`src/rtl/iencoder_if.sv`:
```
// Encoding constants and the request/response bundle for the RV32I instruction encoder.
// Slave modport faces the encoder; master faces whoever produces and consumes words.
package iencoder_pkg;

    localparam int INST_TYPE_WIDTH = 3;
    localparam int IMM_WIDTH       = 32;
    localparam int REG_WIDTH       = 5;
    localparam int FUNCT_WIDTH     = 3;
    localparam int INST_WIDTH      = 32;

    typedef enum logic [INST_TYPE_WIDTH-1:0] {
        INST_TYPE_IMM     = 3'd0,
        INST_TYPE_JAL     = 3'd1,
        INST_TYPE_INT_IMM = 3'd2,
        INST_TYPE_INT_REG = 3'd3,
        INST_TYPE_BRANCH  = 3'd4,
        INST_TYPE_STORE   = 3'd5
    } inst_type_e;

    typedef enum logic [FUNCT_WIDTH-1:0] {
        FUNCT_ADD       = 3'd0,
        FUNCT_SUB       = 3'd1,
        FUNCT_EQ        = 3'd2,
        FUNCT_MEM_WORD  = 3'd3,
        FUNCT_MEM_HWORD = 3'd4,
        FUNCT_MEM_BYTE  = 3'd5
    } funct_e;

endpackage

interface iencoder_if;
    import iencoder_pkg::*;

    logic                       in_valid;
    logic                       in_ready;
    logic [INST_TYPE_WIDTH-1:0] inst_type;
    logic [IMM_WIDTH-1:0]       imm;
    logic [REG_WIDTH-1:0]       rd;
    logic [REG_WIDTH-1:0]       rs1;
    logic [REG_WIDTH-1:0]       rs2;
    logic [FUNCT_WIDTH-1:0]     funct;
    logic                       out_valid;
    logic                       out_ready;
    logic [INST_WIDTH-1:0]      inst;
    logic [15:0]                inst_count;
    logic                       err_unsup;
    logic                       err_range;

    modport slave (
        input  in_valid, inst_type, imm, rd, rs1, rs2, funct, out_ready,
        output in_ready, out_valid, inst, inst_count, err_unsup, err_range
    );

    modport master (
        output in_valid, inst_type, imm, rd, rs1, rs2, funct, out_ready,
        input  in_ready, out_valid, inst, inst_count, err_unsup, err_range
    );

endinterface

```
`src/rtl/iencoder.sv`:
```
// RV32I field-bundle encoder feeding a 2-entry output FIFO, with sticky error flags.
// Define IENCODER_RANGE_CHECK_EN to drop unencodable immediates instead of truncating them.
module iencoder
    import iencoder_pkg::*;
(
    input  logic       clk,
    input  logic       rst,
    iencoder_if.slave  bus
);

    logic [INST_WIDTH-1:0] enc_word;
    logic                  enc_ok;
    logic [2:0]            f3;
    logic [6:0]            f7;
    logic                  range_drop;

    logic                  accept;
    logic                  push;
    logic                  pop;

    logic [INST_WIDTH-1:0] mem_q [2];
    logic                  wr_ptr_q, wr_ptr_d;
    logic                  rd_ptr_q, rd_ptr_d;
    logic [1:0]            count_q, count_d;
    logic [15:0]           inst_count_q, inst_count_d;
    logic                  err_unsup_q, err_unsup_d;
    logic                  err_range_q, err_range_d;

    // NOTE: every signal written here gets a default first, so no path leaves it unassigned and no latch is inferred.
    always_comb begin
        f3 = 3'b000;
        f7 = 7'b0000000;
        case (bus.funct)
            FUNCT_SUB:       f7 = 7'b0100000;
            FUNCT_MEM_WORD:  f3 = 3'b010;
            FUNCT_MEM_HWORD: f3 = 3'b001;
            default:         f3 = 3'b000;
        endcase
    end

    always_comb begin
        enc_ok   = 1'b0;
        enc_word = '0;
        case (bus.inst_type)
            INST_TYPE_IMM: begin
                enc_ok   = 1'b1;
                enc_word = {bus.imm[31:12], bus.rd, 7'b0110111};
            end
            INST_TYPE_JAL: begin
                enc_ok   = 1'b1;
                enc_word = {bus.imm[20], bus.imm[10:1], bus.imm[11], bus.imm[19:12],
                            bus.rd, 7'b1101111};
            end
            INST_TYPE_INT_IMM: begin
                enc_ok   = (bus.funct == FUNCT_ADD);
                enc_word = {bus.imm[11:0], bus.rs1, f3, bus.rd, 7'b0010011};
            end
            INST_TYPE_INT_REG: begin
                enc_ok   = (bus.funct == FUNCT_ADD) || (bus.funct == FUNCT_SUB);
                enc_word = {f7, bus.rs2, bus.rs1, f3, bus.rd, 7'b0110011};
            end
            INST_TYPE_BRANCH: begin
                enc_ok   = (bus.funct == FUNCT_EQ);
                enc_word = {bus.imm[12], bus.imm[10:5], bus.rs2, bus.rs1, f3,
                            bus.imm[4:1], bus.imm[11], 7'b1100011};
            end
            INST_TYPE_STORE: begin
                enc_ok   = (bus.funct == FUNCT_MEM_WORD) || (bus.funct == FUNCT_MEM_HWORD) ||
                           (bus.funct == FUNCT_MEM_BYTE);
                enc_word = {bus.imm[11:5], bus.rs2, bus.rs1, f3, bus.imm[4:0], 7'b0100011};
            end
            default: begin
                enc_ok   = 1'b0;
                enc_word = '0;
            end
        endcase
    end

`ifdef IENCODER_RANGE_CHECK_EN
    logic range_bad;

    // Immediate must be exactly representable by the bits the format keeps.
    always_comb begin
        range_bad = 1'b0;
        case (bus.inst_type)
            INST_TYPE_IMM:
                range_bad = (bus.imm[11:0] != 12'h000);
            INST_TYPE_JAL:
                range_bad = (bus.imm != {{11{bus.imm[20]}}, bus.imm[20:0]}) || bus.imm[0];
            INST_TYPE_INT_IMM, INST_TYPE_STORE:
                range_bad = (bus.imm != {{20{bus.imm[11]}}, bus.imm[11:0]});
            INST_TYPE_BRANCH:
                range_bad = (bus.imm != {{19{bus.imm[12]}}, bus.imm[12:0]}) || bus.imm[0];
            default:
                range_bad = 1'b0;
        endcase
    end

    assign range_drop = enc_ok && range_bad;
`else
    assign range_drop = 1'b0;
`endif

    // No pass-through: a full FIFO refuses input even when it is being drained.
    assign bus.in_ready  = !rst && (count_q != 2'd2);
    assign bus.out_valid = (count_q != 2'd0);
    assign bus.inst      = bus.out_valid ? mem_q[rd_ptr_q] : '0;

    assign accept = bus.in_valid && bus.in_ready;
    assign push   = accept && enc_ok && !range_drop;
    assign pop    = bus.out_valid && bus.out_ready;

    always_comb begin
        wr_ptr_d     = wr_ptr_q ^ push;
        rd_ptr_d     = rd_ptr_q ^ pop;
        count_d      = count_q;
        inst_count_d = inst_count_q + {15'd0, pop};
        err_unsup_d  = err_unsup_q | (accept && !enc_ok);
        err_range_d  = err_range_q | (accept && range_drop);
        case ({push, pop})
            2'b10:   count_d = count_q + 2'd1;
            2'b01:   count_d = count_q - 2'd1;
            default: count_d = count_q;
        endcase
    end

    // NOTE: sequential state uses non-blocking assignments so every register samples pre-edge values.
    always_ff @(posedge clk) begin
        if (rst) begin
            wr_ptr_q     <= 1'b0;
            rd_ptr_q     <= 1'b0;
            count_q      <= 2'd0;
            inst_count_q <= 16'd0;
            err_unsup_q  <= 1'b0;
            err_range_q  <= 1'b0;
        end else begin
            wr_ptr_q     <= wr_ptr_d;
            rd_ptr_q     <= rd_ptr_d;
            count_q      <= count_d;
            inst_count_q <= inst_count_d;
            err_unsup_q  <= err_unsup_d;
            err_range_q  <= err_range_d;
        end
    end

    // NOTE: storage is deliberately not reset; stale entries are unreachable because inst is masked while empty.
    always_ff @(posedge clk) begin
        if (push) begin
            mem_q[wr_ptr_q] <= enc_word;
        end
    end

    assign bus.inst_count = inst_count_q;
    assign bus.err_unsup  = err_unsup_q;
    assign bus.err_range  = err_range_q;

endmodule

```
`src/flat_wrapper.sv`:
```
// flat-port wrapper written by rule: the top's interface ports become plain ports
module iencoder_flat import iencoder_pkg::*;
  (clk, rst, bus_in_valid, bus_inst_type, bus_imm, bus_rd, bus_rs1, bus_rs2, bus_funct, bus_out_ready, bus_in_ready, bus_out_valid, bus_inst, bus_inst_count, bus_err_unsup, bus_err_range);
  iencoder_if bus_i ();
  input  logic clk;
  input  logic rst;
  input wire logic [$bits(bus_i.in_valid)-1:0] bus_in_valid;
  input wire logic [$bits(bus_i.inst_type)-1:0] bus_inst_type;
  input wire logic [$bits(bus_i.imm)-1:0] bus_imm;
  input wire logic [$bits(bus_i.rd)-1:0] bus_rd;
  input wire logic [$bits(bus_i.rs1)-1:0] bus_rs1;
  input wire logic [$bits(bus_i.rs2)-1:0] bus_rs2;
  input wire logic [$bits(bus_i.funct)-1:0] bus_funct;
  input wire logic [$bits(bus_i.out_ready)-1:0] bus_out_ready;
  output wire logic [$bits(bus_i.in_ready)-1:0] bus_in_ready;
  output wire logic [$bits(bus_i.out_valid)-1:0] bus_out_valid;
  output wire logic [$bits(bus_i.inst)-1:0] bus_inst;
  output wire logic [$bits(bus_i.inst_count)-1:0] bus_inst_count;
  output wire logic [$bits(bus_i.err_unsup)-1:0] bus_err_unsup;
  output wire logic [$bits(bus_i.err_range)-1:0] bus_err_range;
  assign bus_i.in_valid = bus_in_valid;
  assign bus_i.inst_type = bus_inst_type;
  assign bus_i.imm = bus_imm;
  assign bus_i.rd = bus_rd;
  assign bus_i.rs1 = bus_rs1;
  assign bus_i.rs2 = bus_rs2;
  assign bus_i.funct = bus_funct;
  assign bus_i.out_ready = bus_out_ready;
  assign bus_in_ready = bus_i.in_ready;
  assign bus_out_valid = bus_i.out_valid;
  assign bus_inst = bus_i.inst;
  assign bus_inst_count = bus_i.inst_count;
  assign bus_err_unsup = bus_i.err_unsup;
  assign bus_err_range = bus_i.err_range;
  iencoder u_core (.clk(clk), .rst(rst), .bus(bus_i));
endmodule
```
`config.mk`:
```
export PLATFORM = sky130hd
export DESIGN_NAME = iencoder_flat
export DESIGN_NICKNAME = d
export VERILOG_FILES = /design/src/rtl/iencoder_if.sv /design/src/rtl/iencoder.sv /design/src/flat_wrapper.sv
export SDC_FILE = /design/constraint.sdc
export NUM_CORES = 1
export LEC_CHECK = 0
export BUFFER_PORTS_ARGS = -buffer_cell sky130_fd_sc_hd__buf_2
export CORE_ASPECT_RATIO = 0.8
export CORE_MARGIN = 2
export CORE_UTILIZATION = 44
export CTS_BUF_LIST = sky130_fd_sc_hd__clkbuf_16
export CTS_CLUSTER_DIAMETER = 120
export CTS_CLUSTER_SIZE = 20
export DETAILED_ROUTE_END_ITERATION = 6
export MAX_ROUTING_LAYER = met4
export PLACE_DENSITY_LB_ADDON = 0.3
export RECOVER_POWER = 50
export SYNTH_ARGS = -nofsm -noshare
export SYNTH_HDL_FRONTEND = slang
export SYNTH_SLANG_ARGS = --single-unit
```
`constraint.sdc`:
```
create_clock -name clk -period 2.2 [get_ports clk]
set_clock_uncertainty 0.1 [all_clocks]
set_input_delay 0.11 -clock clk [delete_from_list [all_inputs] [get_ports clk]]
set_output_delay 0.11 -clock clk [all_outputs]
set_load 0.02 [all_outputs]
```
==> impl_metrics.env, run 1 <==
export IMPL_status="complete, no violations"
export IMPL_routed_wl_um=8770
export IMPL_diodes=0
export IMPL_timing_rr_start="u_core.count_q[0]$_SDFFE_PP0P_"
export IMPL_whs_ns=0.0224
export IMPL_slew_limit_headroom=0.546
export IMPL_cp_end_kind="flip-flop"
export IMPL_drive_gt1_frac=0.249
export IMPL_fillers=804
export IMPL_final_cell_area_um2=5010
export IMPL_synth_flop_cell="edfxtp_1"
export IMPL_r2r_end="u_core.bus.inst_count[13]$_SDFF_PP0_"
export IMPL_die_x_um=111
export IMPL_min_delay_start="bus_rs1[4]"
export IMPL_dp_cells=571
export IMPL_worstMarginPinSlew_ns=0.682
export IMPL_ir_drop_uv=418
export IMPL_ant_nets=0
export IMPL_clockBufferDepth=2
export IMPL_synth_top_area_frac=0.459
export IMPL_cp_max_fo=9
export IMPL_reg2reg_slack_ns=0.15
export IMPL_p_per_area_nw_per_um2=791
export IMPL_syn_nets=425
export IMPL_core_area_um2=9000
export IMPL_clock_sinks=83
export IMPL_async_flop_share=0
export IMPL_holdPathStages=3
export IMPL_wl_per_cell_um=14.9
export IMPL_hold_path_end="u_core.mem_q[0][19]$_DFFE_PP_"
export IMPL_period_needed_ns=2.05
export IMPL_multiInputGateArea_um2=1650
export IMPL_die_area_um2=10000
export IMPL_tritoncts="done"
export IMPL_setup_violations=0
export IMPL_drt_iter0_markers=160
export IMPL_yosysUniqueCellTypes=42
export IMPL_grt_usage=0.186
export IMPL_ys_seq_elements=83
export IMPL_path_clk_slew_ns=0.06
export IMPL_grt_pass1_vias=2870
export IMPL_synthCells=363
export IMPL_p_leak_nw=1.87
export IMPL_register_area_um2=2280
export IMPL_netlist_area_um2=4060
export IMPL_grt_overflow_total=0
export IMPL_maxCapViolations=0
export IMPL_die_h_um=89.9
export IMPL_vias=3053
export IMPL_rows=31
export IMPL_yosysTopAreaCell="edfxtp_1"
export IMPL_post_dp_hpwl_um=5980
export IMPL_final_cell_mix="78 x buf_2, 62 x edfxtp_1, 56 x nor2_1"
export IMPL_htreeDepth=3
export IMPL_syn_avg_cell_area_um2=11.2
export IMPL_clock_root_buffer="clkbuf_16"
export IMPL_final_util=0.557
export IMPL_drcViolationCount=0
export IMPL_grt_pass1_wl_um=14300
export IMPL_path_class="flip-flop to flip-flop"
export IMPL_mostFrequentLayoutCell="buf_2"
export IMPL_arrival_ns=2.16
export IMPL_areaGrowthSynthToFinish_pct=23.4
export IMPL_grt_antenna_before_repair=0
export IMPL_ioPinCount=109
export IMPL_fmax_mhz=487
export IMPL_seq_area_frac_synth=0.562
export IMPL_yosysWarnings=0
export IMPL_hold_viol=0
export IMPL_finalCritPeriodShare=0.933
export IMPL_vias_per_cell=5.19
export IMPL_initial_core_util=0.451
export IMPL_fin_nets=531
export IMPL_clk_latency_ns=0.33
export IMPL_rr_worst_depth=8
export IMPL_cts_buffers=9
export IMPL_port_buffers=107
export IMPL_grt_max_degree=35
export IMPL_final_cells=588
export IMPL_power_mw=3.96
export IMPL_first_pass_iters=5
export IMPL_drv_slew=0
export IMPL_synth_edf_count=62
export IMPL_ys_top_cells_by_area="edfxtp_1 46%, mux2i_1 12%, dfxtp_1 10%"
export IMPL_place_congestion=0.774
export IMPL_hp_class="input port to flip-flop"
export IMPL_cp_required_ns=2.31
export IMPL_place_area_um2=4740
export IMPL_start_kind="flip-flop"
cell families (layout without fill, tap and decap cells):
| family | after synthesis | after routing | share of synthesized area |
|---|---|---|---|
| AOI/OAI and AO/OA | 46 | 46 | 0.0657 |
| xor gates and xnor gates | 14 | 14 | 0.0302 |
| adders and majority gates | 5 | 5 | 0.0154 |
| buffers and inverters | 33 | 143 | 0.0367 |
| DFF | 83 | 83 | 0.562 |
| muxes | 55 | 55 | 0.145 |
| other | 1 | 1 | 0.000924 |
| and+or+nand+nor | 126 | 126 | 0.144 |
per-stage QoR:
| step | setup slack (ns) | setup TNS, ns |
|---|---|---|
| 2_1_floorplan | -0.196 | -12.15 |
| 5_1_grt | -0.00497 | -0.00497 |
| 6_report | 0.148 | 0 |
| 3_3_place_gp | 0.102 | 0 |
| 3_5_place_dp | 0.0290 | 0 |
| 4_1_cts | 0.138 | 0 |
synthesized netlist by cell type (3+ instances only):
cell type / instances
edfxtp_1: 62
mux2_2: 6
nor4_1: 4
xnor2_1: 11
mux2i_1: 47
o21ai_0: 24
ha_1: 5
or3_1: 4
nor2b_1: 8
a21oi_1: 11
inv_1: 10
nor3_1: 7
nand2_1: 23
nand3_1: 11
xor2_1: 3
clkbuf_1: 11
buf_2: 8
dfxtp_1: 21
a31o_2: 4
nor2_1: 57
worst max path at each step:
stage                              startpoint                                    to  slack, ns  cells past startpoint
2_1_floorplan                bus_inst_type[0]         u_core.mem_q[1][10]$_DFFE_PP_      -0.20                      6
3_3_place_gp                     bus_funct[0]        u_core.count_q[1]$_SDFFE_PP0P_       0.10                      8
3_5_place_dp                     bus_funct[0]        u_core.count_q[1]$_SDFFE_PP0P_       0.03                      8
4_1_cts        u_core.count_q[0]$_SDFFE_PP0P_  u_core.bus.inst_count[15]$_SDFF_PP0_       0.14                      7
5_1_grt        u_core.count_q[0]$_SDFFE_PP0P_  u_core.bus.inst_count[13]$_SDFF_PP0_     -0.005                      8
6_report       u_core.count_q[0]$_SDFFE_PP0P_  u_core.bus.inst_count[13]$_SDFF_PP0_       0.15                      8
state kept, by name, summed over array words and instances (netlist names):
register               count
u_core.bus.inst_count     16
u_core.count_q             2
u_core.mem_q              62
u_core.rd_ptr_q            1
u_core.bus.err_unsup       1
u_core.wr_ptr_q            1
worst max-delay path, stage by stage, from the launching register on:
cell	delay, ns
dfxtp_1	0.45
nor2_4	0.06
inv_1	0.06
and2_1	0.19
ha_1	0.19
nand3_1	0.28
nor4_1	0.39
xnor2_1	0.16
nor2_1	0.05
repair_timing:
item,CTS,global route
endpoints found under the setup margin,0,1
endpoints found under the hold margin,4,0
gates resized for setup,0,1
hold buffers,2,0
buffers inserted,0,0
layer usage:
layer	global-route usage	wire, um	share of wire
met1	0.241	3990	0.45
met3	0.0391	495	0.056
met4	0.0617	140	0.016
met5	-	0	0
met2	0.296	4150	0.47
report_power, final:
group          total [mW]  switching (mW)  internal, mW
combinational       0.760           0.472         0.288
clock                1.43           0.563         0.863
sequential           1.78          0.0407          1.74
final cells by class:
class | instances | share of cell area
Sequential cell | 83 | 0.456
Tap cell | 115 | 0.0287
Clock inverter | 6 | 0.0117
Inverter | 10 | 0.00749
Multi-Input combinational cell | 247 | 0.329
Clock buffer | 9 | 0.0450
Timing Repair Buffer | 118 | 0.123
Note: power is estimated with default switching activity, not from simulation.
==> run 2, diff against run 1 <==
Settings changed: RECOVER_POWER 50 to unset.
==> run 2 against run 1 <==
Global-route usage is the same; largest cell class unchanged; via count shrank 1.5%; register-to-register slack hardly changed; largest power group unchanged; sequential share of layout area decreased by 0.42 points; critical endpoint unchanged.
==> impl_metrics.env, run 2 (synthesized netlist as in run 1, its figures left out) <==
export IMPL_status="complete, no violations"
export IMPL_die_x_um=111
export IMPL_r2r_end="u_core.bus.inst_count[13]$_SDFF_PP0_"
export IMPL_initial_core_util=0.451
export IMPL_first_pass_iters=5
export IMPL_grt_pass1_wl_um=14300
export IMPL_mostFrequentLayoutCell="buf_2"
export IMPL_diodes=0
export IMPL_fillers=783
export IMPL_path_cells="nor2_4 -> inv_1 -> and2_1 -> ha_1 -> nand3_1 -> nor4_1 -> xnor2_1 -> nor2_1"
export IMPL_tritoncts="done"
export IMPL_htreeDepth=3
export IMPL_period_needed_ns=2.06
export IMPL_hp_class="input port to flip-flop"
export IMPL_wl_per_cell_um=14.9
export IMPL_cp_max_fo=9
export IMPL_reg2reg_slack_ns=0.14
export IMPL_largest_register_ffs=62
export IMPL_crit_path_max_incr_delay_ns=0.45
export IMPL_grt_pass1_vias=2870
export IMPL_slew_limit_headroom=0.639
export IMPL_cp_end_kind="flip-flop"
export IMPL_worst_slack_ns=0.142
export IMPL_fin_nets=531
export IMPL_place_congestion=0.774
export IMPL_p_per_area_nw_per_um2=788
export IMPL_vias_per_cell=5.12
export IMPL_rr_worst_depth=8
export IMPL_fmax_mhz=486
export IMPL_clock_root_buffer="clkbuf_16"
export IMPL_crit_buf_inv=1
export IMPL_drv_slew=0
export IMPL_drive_gt1_frac=0.315
export IMPL_maxCapViolations=0
export IMPL_clockBufferDepth=2
export IMPL_worstMarginPinSlew_ns=0.540
export IMPL_place_ws_ns=0.0290
export IMPL_path_clk_slew_ns=0.06
export IMPL_routed_wl_um=8780
export IMPL_finalCritPeriodShare=0.935
export IMPL_clock_sinks=83
export IMPL_arrival_ns=2.17
export IMPL_final_cells=588
export IMPL_path_class="flip-flop to flip-flop"
export IMPL_setup_violations=0
export IMPL_grt_usage=0.186
export IMPL_met2_usage=0.296
export IMPL_p_leak_nw=2.00
export IMPL_ant_nets=0
export IMPL_dp_cells=571
export IMPL_crit_cells=8
export IMPL_crit_end="u_core.bus.inst_count[13]$_SDFF_PP0_"
export IMPL_core_area_um2=9000
export IMPL_die_h_um=89.9
export IMPL_grt_busiest_layer="met2"
export IMPL_cp_required_ns=2.32
export IMPL_final_util=0.562
export IMPL_grtUsageMet3=0.0391
export IMPL_use_met1=0.241
export IMPL_areaGrowthSynthToFinish_pct=24.6
export IMPL_post_dp_hpwl_um=5980
export IMPL_grt_antenna_before_repair=0
export IMPL_startpoint="u_core.count_q[0]$_SDFFE_PP0P_"
export IMPL_register_area_um2=2280
export IMPL_ioPinCount=109
export IMPL_cts_setup_buffers=0
export IMPL_final_cell_mix="107 x buf_2, 62 x edfxtp_1, 56 x nor2_1"
export IMPL_clk_latency_ns=0.33
export IMPL_drcViolationCount=0
export IMPL_hold_viol=0
export IMPL_start_kind="flip-flop"
export IMPL_whs_ns=0.0204
export IMPL_regMostFlops="u_core.mem_q"
export IMPL_crit_slowest_cell="dfxtp_1"
export IMPL_cts_buffers=9
export IMPL_ir_drop_uv=415
export IMPL_drt_iter0_markers=189
export IMPL_grt_overflow_total=0
export IMPL_grt_max_degree=35
export IMPL_timing_rr_start="u_core.count_q[0]$_SDFFE_PP0P_"
export IMPL_die_area_um2=10000
export IMPL_cp_top_family="simple AND/OR/NAND/NOR gates"
export IMPL_tns_ns=0
export IMPL_vias=3008
export IMPL_port_buffers=107
export IMPL_multiInputGateArea_um2=1650
export IMPL_rows=31
## run 2: cell types whose count changed in the layout (fill, tap and decap cells not counted), sizes merged
cell / delta
clkbuf: -32
buf: +32
## run 2: area by class of cell
type	instances	share of cell area
clock buffers	9	0.0446
flip-flops and latches	83	0.452
inverters	10	0.00743
multi-input cells	247	0.325
clock inverters	6	0.0116
well taps	115	0.0285
repair buffers	118	0.131
## run 2: routing by layer
metal	part of all wire	wire length (um)
met1	0.45	3920
met5	0	0
met2	0.48	4180
met4	0.014	125
met3	0.062	544
## run 2: how the worst min path moves through the flow
stage | start | endpoint | slack [ns] | depth (start not counted)
floorplan | rst | u_core.bus.inst_count[15]$_SDFF_PP0_ | 0.21 | 3
global placement | bus_imm[14] | u_core.mem_q[1][14]$_DFFE_PP_ | 0.32 | 2
detailed placement | bus_imm[14] | u_core.mem_q[0][14]$_DFFE_PP_ | 0.32 | 2
CTS | bus_rs1[1] | u_core.mem_q[1][16]$_DFFE_PP_ | 0.01 | 3
global route | bus_rs1[3] | u_core.mem_q[0][18]$_DFFE_PP_ | 0.03 | 3
finish | bus_rs1[4] | u_core.mem_q[0][19]$_DFFE_PP_ | 0.02 | 3
## run 2: where the power goes
part	total, mW	switching (mW)	internal, mW
registers	1.78	0.0403	1.74
logic	0.775	0.471	0.304
clock network	1.43	0.567	0.863
## run 2: stage by stage
step | total power [mW] | instance area (um^2)
floorplan | 2.31 | 4060
global placement | 2.58 | 4740
detailed placement | 2.59 | 4740
CTS | 4.02 | 5050
global route | 4.15 | 5050
finish | 3.98 | 5050
## run 2: timing repair
item                                    4_1_cts  5_1_grt
endpoints found under the setup margin        0        1
hold buffers                                  2        0
endpoints found under the hold margin         4        0
gates resized for setup                       0        1
## run 2: tightest hold or removal path, cell delays in order
cell and delay [ns]:
buf_2 0.09, nand2_1 0.04, o21ai_0 0.09
==> run 3, diff against run 2 <==
Settings changed: CORE_MARGIN 2 to unset.
==> run 3 against run 2 <==
Sequential power about the same; first-iteration DRC count decreased by 19%; utilization increased by 2.4 points; highest routed layer unchanged; fmax increased by 1.0%; largest cell class unchanged; combinational power increased by 1%; sequential cell count unchanged; register-to-register slack improved by 0.02 ns; critical path type unchanged; die area decreased by 4.0%; largest power group unchanged.
==> impl_metrics.env, run 3 (synthesized netlist as in run 1, its figures left out) <==
export IMPL_status="complete, no violations"
export IMPL_areaGrowthSynthToFinish_pct=25.7
export IMPL_fin_nets=534
export IMPL_clockBufferDepth=2
export IMPL_largest_register_ffs=62
export IMPL_ioPinCount=109
export IMPL_routed_wl_um=9060
export IMPL_ir_drop_uv=389
export IMPL_vias=3108
export IMPL_wl_per_cell_um=15.4
export IMPL_path_clk_slew_ns=0.06
export IMPL_p_per_area_nw_per_um2=795
export IMPL_cp_end_kind="flip-flop"
export IMPL_grt_setup_unrepaired="no"
export IMPL_arrival_ns=2.20
export IMPL_setup_violations=0
export IMPL_holdPathStages=3
export IMPL_drcViolationCount=0
export IMPL_place_congestion=0.798
export IMPL_cts_setup_buffers=0
export IMPL_drv_slew=0
export IMPL_regMostFlops="u_core.mem_q"
export IMPL_crit_path_max_incr_delay_ns=0.41
export IMPL_path_class="flip-flop to flip-flop"
export IMPL_die_h_um=87.9
export IMPL_min_delay_start="bus_rs1[0]"
export IMPL_hp_class="input port to flip-flop"
export IMPL_drive_gt1_frac=0.327
export IMPL_crit_path_frequent_cell="ha_1"
export IMPL_r2r_end="u_core.bus.inst_count[6]$_SDFF_PP0_"
export IMPL_drt_iter0_markers=153
export IMPL_path_cells="nor2_2 -> inv_1 -> and2_1 -> ha_1 -> ha_1 -> nand2_1 -> or3_1 -> a21oi_1"
export IMPL_first_pass_iters=5
export IMPL_fmax_mhz=491
export IMPL_diodes=0
export IMPL_initial_core_util=0.466
export IMPL_maxCapViolations=0
export IMPL_tritoncts="done"
export IMPL_clock_root_buffer="clkbuf_16"
export IMPL_vias_per_cell=5.28
export IMPL_crit_slowest_cell="dfxtp_1"
export IMPL_p_leak_nw=2.04
export IMPL_hold_path_end="u_core.mem_q[0][15]$_DFFE_PP_"
export IMPL_tns_ns=0
export IMPL_cp_required_ns=2.36
export IMPL_fillers=738
export IMPL_clk_latency_ns=0.33
export IMPL_reg2reg_slack_ns=0.16
export IMPL_grt_usage=0.199
export IMPL_ant_nets=0
export IMPL_die_x_um=109
export IMPL_core_area_um2=8710
export IMPL_grt_max_degree=32
export IMPL_grt_overflow_total=0
export IMPL_grt_pass1_vias=2778
export IMPL_period_needed_ns=2.04
export IMPL_finalCritPeriodShare=0.926
export IMPL_start_kind="flip-flop"
export IMPL_grt_pass1_wl_um=13700
export IMPL_grt_antenna_before_repair=0
export IMPL_cts_buffers=9
export IMPL_final_util=0.586
export IMPL_rows=30
export IMPL_rr_worst_depth=8
export IMPL_mostFrequentLayoutCell="buf_2"
export IMPL_hold_viol=0
export IMPL_port_buffers=107
export IMPL_final_cell_mix="107 x buf_2, 62 x edfxtp_1, 56 x nor2_1"
export IMPL_die_area_um2=9610
export IMPL_htreeDepth=3
export IMPL_clock_sinks=83
export IMPL_timing_rr_start="u_core.count_q[0]$_SDFFE_PP0P_"
export IMPL_post_dp_hpwl_um=6340
export IMPL_cp_max_fo=6
==> run 3: cell types whose count changed in the layout (fill, tap and decap cells not counted), sizes merged, moves of 2 or more <==
| cell | previous run | this run |
|---|---|---|
| buf | 116 | 120 |
| clkbuf | 9 | 11 |
| clkinvlp | 2 | 0 |
| inv | 11 | 14 |
==> run 3: what timing repair did <==
item	CTS	global route
resized for setup	0	3
endpoints found under the hold margin	2	0
hold buffers	1	0
endpoints found under the setup margin	0	2
==> run 3: final cells by class <==
type	instances	area, um^2	area share
Multi-Input combinational cell	247	1650	0.324
Timing Repair Buffer	121	681	0.133
Inverter	10	37.5	0.00736
Clock inverter	5	31.3	0.00613
Clock buffer	11	275	0.0540
Sequential cell	83	2280	0.448
Tap cell	112	140	0.0275
==> run 3: metal layers <==
layer  share of wire  vias up  track usage  wire [um]
li1                -     1514            -          -
met1            0.45     1485        0.262       4080
met2            0.48      101        0.314       4340
met3           0.061        8       0.0424        550
met4          0.0094        0       0.0545         85
met5               0        -            -          0
==> run 3: per-stage QoR <==
stage          total power, mW  hold slack [ns]  std cells  area (um^2)  setup slack (ns)
4_1_cts                   4.10          0.00871        589         5080             0.130
6_report                  4.05           0.0165        589         5100             0.163
2_1_floorplan             2.31            0.206        363         4060            -0.196
3_5_place_dp              2.60            0.337        572         4770            0.0765
5_1_grt                   4.23           0.0433        589         5100           0.00981
3_3_place_gp              2.58            0.317        572         4770             0.102
==> run 3: worst max path at each step <==
stage | startpoint | end | slack (ns)
5_1_grt | u_core.count_q[0]$_SDFFE_PP0P_ | u_core.bus.inst_count[15]$_SDFF_PP0_ | 0.01
3_3_place_gp | bus_funct[0] | u_core.count_q[1]$_SDFFE_PP0P_ | 0.10
4_1_cts | u_core.count_q[0]$_SDFFE_PP0P_ | u_core.bus.inst_count[10]$_SDFF_PP0_ | 0.13
2_1_floorplan | bus_inst_type[0] | u_core.mem_q[1][10]$_DFFE_PP_ | -0.20
6_report | u_core.count_q[0]$_SDFFE_PP0P_ | u_core.bus.inst_count[6]$_SDFF_PP0_ | 0.16
3_5_place_dp | bus_funct[0] | u_core.count_q[1]$_SDFFE_PP0P_ | 0.08
==> run 3: critical path, delay by kind of cell (launching register included) <==
| family | cells | cell delay [ns] |
|---|---|---|
| AO/OA/AOI/OAI | 1 | 0.13 |
| buffers and inverters | 1 | 0.06 |
| flip-flops | 1 | 0.41 |
| adder cells (fa/ha/maj) | 2 | 0.41 |
| AND/OR/NAND/NOR | 4 | 0.85 |
==> run 3: power by group <==
| group | internal [mW] | leakage (nW) | total [mW] | switching [mW] |
|---|---|---|---|---|
| Clock | 0.902 | 0.158 | 1.50 | 0.599 |
| Combinational | 0.304 | 1.14 | 0.783 | 0.478 |
| Sequential | 1.74 | 0.739 | 1.77 | 0.0352 |
| Total | 2.94 | 2.04 | 4.05 | 1.11 |
